**src/rtl/adc_frame_pkg.sv**
```systemverilog
// Shared constants and state encoding for the ADC frame assembler.
// Frame layout: STATUS word, eight channel words, one reserved word.
package adc_frame_pkg;

   localparam int ADC_WORDS_PER_FRAME = 10;

   localparam int ADC_STATUS_IDX = 0;
   localparam int ADC_CH0_IDX    = 1;
   localparam int ADC_CH1_IDX    = 2;
   localparam int ADC_CH2_IDX    = 3;
   localparam int ADC_CH3_IDX    = 4;
   localparam int ADC_CH4_IDX    = 5;
   localparam int ADC_CH5_IDX    = 6;
   localparam int ADC_CH6_IDX    = 7;
   localparam int ADC_CH7_IDX    = 8;
   localparam int ADC_RSVD_IDX   = 9;

   typedef enum logic {
      ST_HUNT = 1'b0,
      ST_FILL = 1'b1
   } asm_state_e;

endpackage

```
**src/rtl/adc_frame_asm_stats.sv**
```systemverilog
// Framing statistics: a wrapping frame counter plus saturating drop and
// discard counters, each advanced by a one-cycle strobe.
module adc_frame_asm_stats #(
   parameter int CNT_W = 16
) (
   input  logic             clk,
   input  logic             rst,
   input  logic             frame_inc,
   input  logic             drop_inc,
   input  logic             discard_inc,
   output logic [CNT_W-1:0] frame_count,
   output logic [CNT_W-1:0] drop_count,
   output logic [CNT_W-1:0] discard_count
);

   logic [CNT_W-1:0] frame_q, frame_d;
   logic [CNT_W-1:0] drop_q, drop_d;
   logic [CNT_W-1:0] discard_q, discard_d;

   // Error counters stick at all-ones so a long outage is never hidden by wrap.
   always_comb begin
      frame_d   = frame_q;
      drop_d    = drop_q;
      discard_d = discard_q;
      if (frame_inc)
         frame_d = frame_q + CNT_W'(1);
      if (drop_inc && (drop_q != '1))
         drop_d = drop_q + CNT_W'(1);
      if (discard_inc && (discard_q != '1))
         discard_d = discard_q + CNT_W'(1);
   end

   always_ff @(posedge clk or posedge rst) begin
      if (rst) begin
         frame_q   <= '0;
         drop_q    <= '0;
         discard_q <= '0;
      end else begin
         frame_q   <= frame_d;
         drop_q    <= drop_d;
         discard_q <= discard_d;
      end
   end

   assign frame_count   = frame_q;
   assign drop_count    = drop_q;
   assign discard_count = discard_q;

endmodule

```
**src/rtl/adc_frame_assembler.sv**
```systemverilog
// Aligns the ADC word stream on start-of-frame markers and hands complete
// frames downstream. Counters exist only when ADC_FRAME_ASM_STATS_EN is defined.
module adc_frame_assembler
   import adc_frame_pkg::*;
#(
   parameter int WORDS_PER_FRAME = ADC_WORDS_PER_FRAME,
   parameter int CNT_W           = 16
) (
   input  logic                         clk,
   input  logic                         rst,
   input  logic                         in_valid,
   output logic                         in_ready,
   input  logic [31:0]                  in_word,
   input  logic                         in_sof,
   output logic                         frame_valid,
   input  logic                         frame_ready,
   output logic [32*WORDS_PER_FRAME-1:0] frame_words_packed,
   output logic [CNT_W-1:0]             frame_count,
   output logic [CNT_W-1:0]             drop_count,
   output logic [CNT_W-1:0]             discard_count
);

   localparam int IDX_W = $clog2(WORDS_PER_FRAME);
   localparam logic [IDX_W-1:0] LAST_IDX = IDX_W'(WORDS_PER_FRAME - 1);

   asm_state_e                     state_q, state_d;
   logic [IDX_W-1:0]               idx_q, idx_d;
   logic [32*WORDS_PER_FRAME-1:0]  work_q, work_d;
   logic [32*WORDS_PER_FRAME-1:0]  out_q, out_d;
   logic                           frame_valid_q, frame_valid_d;
   logic                           slot_busy, accept, consume;
   logic                           complete, drop, discard;

   // Only the word that would complete a frame must wait for a free output slot.
   assign slot_busy = frame_valid_q && !frame_ready;
   assign in_ready  = (state_q == ST_HUNT) || !((idx_q == LAST_IDX) && slot_busy);
   assign accept    = in_valid && in_ready;
   assign consume   = frame_valid_q && frame_ready;

   always_comb begin
      state_d  = state_q;
      idx_d    = idx_q;
      work_d   = work_q;
      out_d    = out_q;
      complete = 1'b0;
      drop     = 1'b0;
      discard  = 1'b0;
      if (accept) begin
         if (in_sof) begin
            work_d[31:0] = in_word;
            idx_d        = IDX_W'(1);
            drop         = (state_q == ST_FILL);
            state_d      = ST_FILL;
         end else if (state_q == ST_HUNT) begin
            discard = 1'b1;
         end else begin
            work_d[32*idx_q +: 32] = in_word;
            if (idx_q == LAST_IDX) begin
               complete = 1'b1;
               out_d    = work_d;
               idx_d    = '0;
               state_d  = ST_HUNT;
            end else begin
               idx_d = idx_q + IDX_W'(1);
            end
         end
      end
   end

   // A completion wins over a same-edge consumption so the slot stays full.
   always_comb begin
      frame_valid_d = frame_valid_q;
      if (complete)
         frame_valid_d = 1'b1;
      else if (consume)
         frame_valid_d = 1'b0;
   end

   always_ff @(posedge clk or posedge rst) begin
      if (rst) begin
         state_q       <= ST_HUNT;
         idx_q         <= '0;
         work_q        <= '0;
         out_q         <= '0;
         frame_valid_q <= 1'b0;
      end else begin
         state_q       <= state_d;
         idx_q         <= idx_d;
         work_q        <= work_d;
         out_q         <= out_d;
         frame_valid_q <= frame_valid_d;
      end
   end

   assign frame_valid        = frame_valid_q;
   assign frame_words_packed = out_q;

`ifdef ADC_FRAME_ASM_STATS_EN
   adc_frame_asm_stats #(
      .CNT_W(CNT_W)
   ) u_stats (
      .clk          (clk),
      .rst          (rst),
      .frame_inc    (complete),
      .drop_inc     (drop),
      .discard_inc  (discard),
      .frame_count  (frame_count),
      .drop_count   (drop_count),
      .discard_count(discard_count)
   );
`else
   logic unused_strobes;
   assign unused_strobes = ^{complete, drop, discard};
   assign frame_count    = '0;
   assign drop_count     = '0;
   assign discard_count  = '0;
`endif

endmodule

```
**config.mk**
```make
export PLATFORM = sky130hd
export DESIGN_NAME = adc_frame_assembler
export DESIGN_NICKNAME = d
export VERILOG_FILES = /design/src/rtl/adc_frame_pkg.sv /design/src/rtl/adc_frame_asm_stats.sv /design/src/rtl/adc_frame_assembler.sv
export SDC_FILE = /design/constraint.sdc
export NUM_CORES = 2
export LEC_CHECK = 0
export BUFFER_PORTS_ARGS = -buffer_cell sky130_fd_sc_hd__buf_2
export CAP_MARGIN = 20
export CORE_ASPECT_RATIO = 0.7
export CORE_MARGIN = 8
export CORE_UTILIZATION = 50
export CTS_CLUSTER_SIZE = 12
export DETAILED_ROUTE_END_ITERATION = 7
export GPL_ROUTABILITY_DRIVEN = 0
export HOLD_SLACK_MARGIN = 0.02
export PLACE_DENSITY = 0.74
export SETUP_SLACK_MARGIN = 0.02
export SYNTH_ARGS = -nofsm -noshare
export SYNTH_HDL_FRONTEND = slang
export SYNTH_SLANG_ARGS = --single-unit
```
**constraint.sdc**
```tcl
create_clock -name clk -period 23.5 [get_ports clk]
set_input_delay 4.7 -clock clk [delete_from_list [all_inputs] [get_ports clk]]
set_output_delay 4.7 -clock clk [all_outputs]
set_load 0.01 [all_outputs]
```
==> results.toml <==
[worst_setup_path]
cp_top_family = "simple AND/OR/NAND/NOR gates"
critical_path_buf_inv_count = 2
cp_cell_sequence = "buf_2 > nor2b_1 > nand3_1 > buf_2"
r2r.worst_path.cells = 9
start_kind = "input pin"
critical_path_arrival_ns = 5.42
worstPathMaxFanout = 3
critPathRequiredTime_ns = 18.80
critical_path_class = "in -> out"
r2r_start = "idx_q[0]"
cp_slowest_cell = "nor2b_1"
cp_slowest_stage_delay_ns = 0.27
cp-end-kind = "output port"
cp.depth = 4
critPathLaunch = "frame_ready"
cpMostUsedCell = "buf_2"

[power_and_ir_drop]
internal_power_mw = 2.17
p_total_mw = 3.20
netSwitchingFraction_pct = 32.1
p_seq_share_pct = 44.7
p_leak_nw = 16.2
p_comb_share_pct = 23.1
irDropWorstVdd_mv = 0.0562
power_density_nw_per_um2 = 98.6
p_switching_mw = 1.03
p_clk_share_pct = 32.2

[yosys]
yosysTopAreaCell = "dfrtp_1"
synth.most_common_cell = "dfrtp_1"
seq_area_frac_synth_pct = 57.3
netlist_top_cells_count = "dfrtp_1, o21ai_0, nand2_1, mux2_2, clkbuf_1"
ys_warn_count = 0
async_flop_share_pct = 100
ys_top_cells_by_area = "dfrtp_1, mux2_2, o21ai_0, nand2_1, a31oi_1"
synth.distinct_cells = 45
syn_avg_cell_area_um2 = 10.7
synth_cells = 2648
netlist.area_leader.share_pct = 57.3
ys_ff_latch = 646
synth-main-ff-cell = "dfrtp_1"
syn_area_um2 = 28200
synth-edff-count = 0

[die]
core.rowCount = 73
dieArea_um2 = 64400
die_w_um = 300
core_area_um2 = 56300
die_h_um = 215
start_util_pct = 50.2
io_pins = 407

[run]
drv_cap = 0

[drt]
drc = 0
dr.pass1.iters = 6
vias = 21800
drt-initial-drc-count = 2139
routed_wl_mm = 84.9
ant_nets = 0
viasPerCell = 5.97
wl_per_cell_um = 23.2

[global_routing]
track_usage_pct = 25.6
antenna_found_initial = 1
grt_pass1_wl_mm = 132
grt_start_max_net_pins = 248
grt_overflow_total = 0
grt_pass1_vias = 22400

[sta]
hold_violations = 0
grt_setup_unrepaired = "no"
slew_viol_final = 0
relSlewSlack_pct = 15.2
finalSetupTns_ns = 0
setup_viol = 0
hold_slack_ns = 0.469
period_needed_ns = 10.12
tightest_slew_ns = 1.27
final.setup_skew_ns = 0.0134
max_freq_mhz = 98.8
fin_crit_sh_pct = 43.1

[clock_network]
post_cts_buffers = 0
cts.clk_slew.worst_paths_ns = 0.06
htreeDepth = 3
cts-root-buf = "clkbuf_16"
clock_sinks = 646
numCtsBuffers = 68
insertion_delay_ns = 0.60
cts_resized = 0
cts_buffer_depth = 3
cts_hold_buf = 0
tritoncts = "done"

[final_layout]
area_growth_pct = 15.0
stdcell_count = 3658
nFillCells = 4696
drive_above_1_share_pct = 27.6
nets = 2906

[outcome]
outcome = "complete, no violations"

[placed_design]
dp.cells = 3541
port-buffer-count = 358
dpl.hpwl_mm = 52.6

[worst_hold_path]
whs_path_depth = 2
min_from = "frame_words_packed[8]"
hold_class = "reg -> reg"
[registers in the layout (all words and copies together), names as in the netlist]
register,cells
frame_valid,1
state_q,1
idx_q,4
work_q,320
frame_words_packed,320
[through the flow]
| step | area (um^2) | util [%] | setup slack (ns) |
|---|---|---|---|
| final | 32400 | 57.7 | 13.38 |
| after global routing | 32400 | 57.7 | 13.35 |
| after CTS | 32300 | 57.5 | 13.39 |
| after detailed placement | 30200 | 53.8 | 13.40 |
| after global placement | 30200 | 53.7 | 13.36 |
| after floorplan | 28400 | - | 0.701 |
[layout by cell type (no fill, tap or decap), types with 5 or more instances in the layout]
cell / Yosys / layout
a31oi_1: 181 / 181
nand2_1: 305 / 303
mux2i_1: 96 / 96
clkbuf_8: 0 / 9
and3_1: 64 / 64
nand3_1: 133 / 131
a21oi_1: 35 / 35
conb_1: 1 / 48
nand4_1: 11 / 11
clkbuf_1: 200 / 22
mux2_2: 287 / 287
clkbuf_16: 0 / 71
dfrtp_1: 646 / 646
o211ai_1: 24 / 24
o21ai_0: 309 / 308
buf_2: 29 / 358
nor2_1: 193 / 192
buf_4: 51 / 33
nand3b_1: 5 / 5
[metal layers]
| layer | share of wire (%) | vias up | GRT usage (%) |
|---|---|---|---|
| met1 | 41 | 11200 | 33.9 |
| met4 | 3.1 | 0 | 9.64 |
| li1 | - | 9599 | - |
| met3 | 7.9 | 146 | 5.98 |
| met2 | 48 | 881 | 41.0 |
| met5 | 0 | - | 0 |
[worst min-delay path: stages, from the launching register on]
cell and delay [ns]:
dfrtp_1 0.34, nand2_1 0.05, nand2_1 0.05
[power by group through the flow]
stage                     registers, mW  logic [mW]  clock network [mW]
after floorplan                    1.45       0.437                   0
after global placement             1.43       0.708                   0
after detailed placement           1.44       0.735                   0
after CTS                          1.43       0.737                1.05
after global routing               1.45       0.804                1.09
final                              1.43       0.740                1.03
[worst paths after layout]
| path | to | slack, ns |
|---|---|---|
| setup / recovery | in_ready | 13.38 |
| max in group asynchronous | frame_words_packed[239] | 15.94 |
| hold reg to reg | frame_words_packed[8] | 0.47 |
| setup reg to reg | work_q[0] | 19.07 |
| min in group asynchronous | work_q[182] | 4.03 |
| hold / removal | frame_words_packed[8] | 0.47 |
[area by class of cell]
class	instances	area (um^2)	area share [%]
clock inverter	10	109	0.336
sequential	646	16200	49.8
tap	750	938	2.89
inverter	5	26.3	0.0810
clock buffer	102	1980	6.11
multi-input combinational	1746	11000	33.9
antenna	1	2.50	0.00771
timing repair buffer	398	2210	6.81
[kinds of logic (layout without fill, tap and decap cells)]
logic type | count (synthesis) | in the layout | synth area share, %
AOI/OAI and AO/OA | 561 | 561 | 11.1
buffers and inverters | 303 | 515 | 4.84
xor gates and xnor gates | 2 | 2 | 0.0621
and+or+nand+nor | 747 | 747 | 11.6
muxes | 384 | 384 | 14.9
other | 1 | 49 | 0.0133
DFF | 646 | 646 | 57.3
adders and majority gates | 4 | 4 | 0.177
No activity file was read; power rests on OpenSTA's default activity.
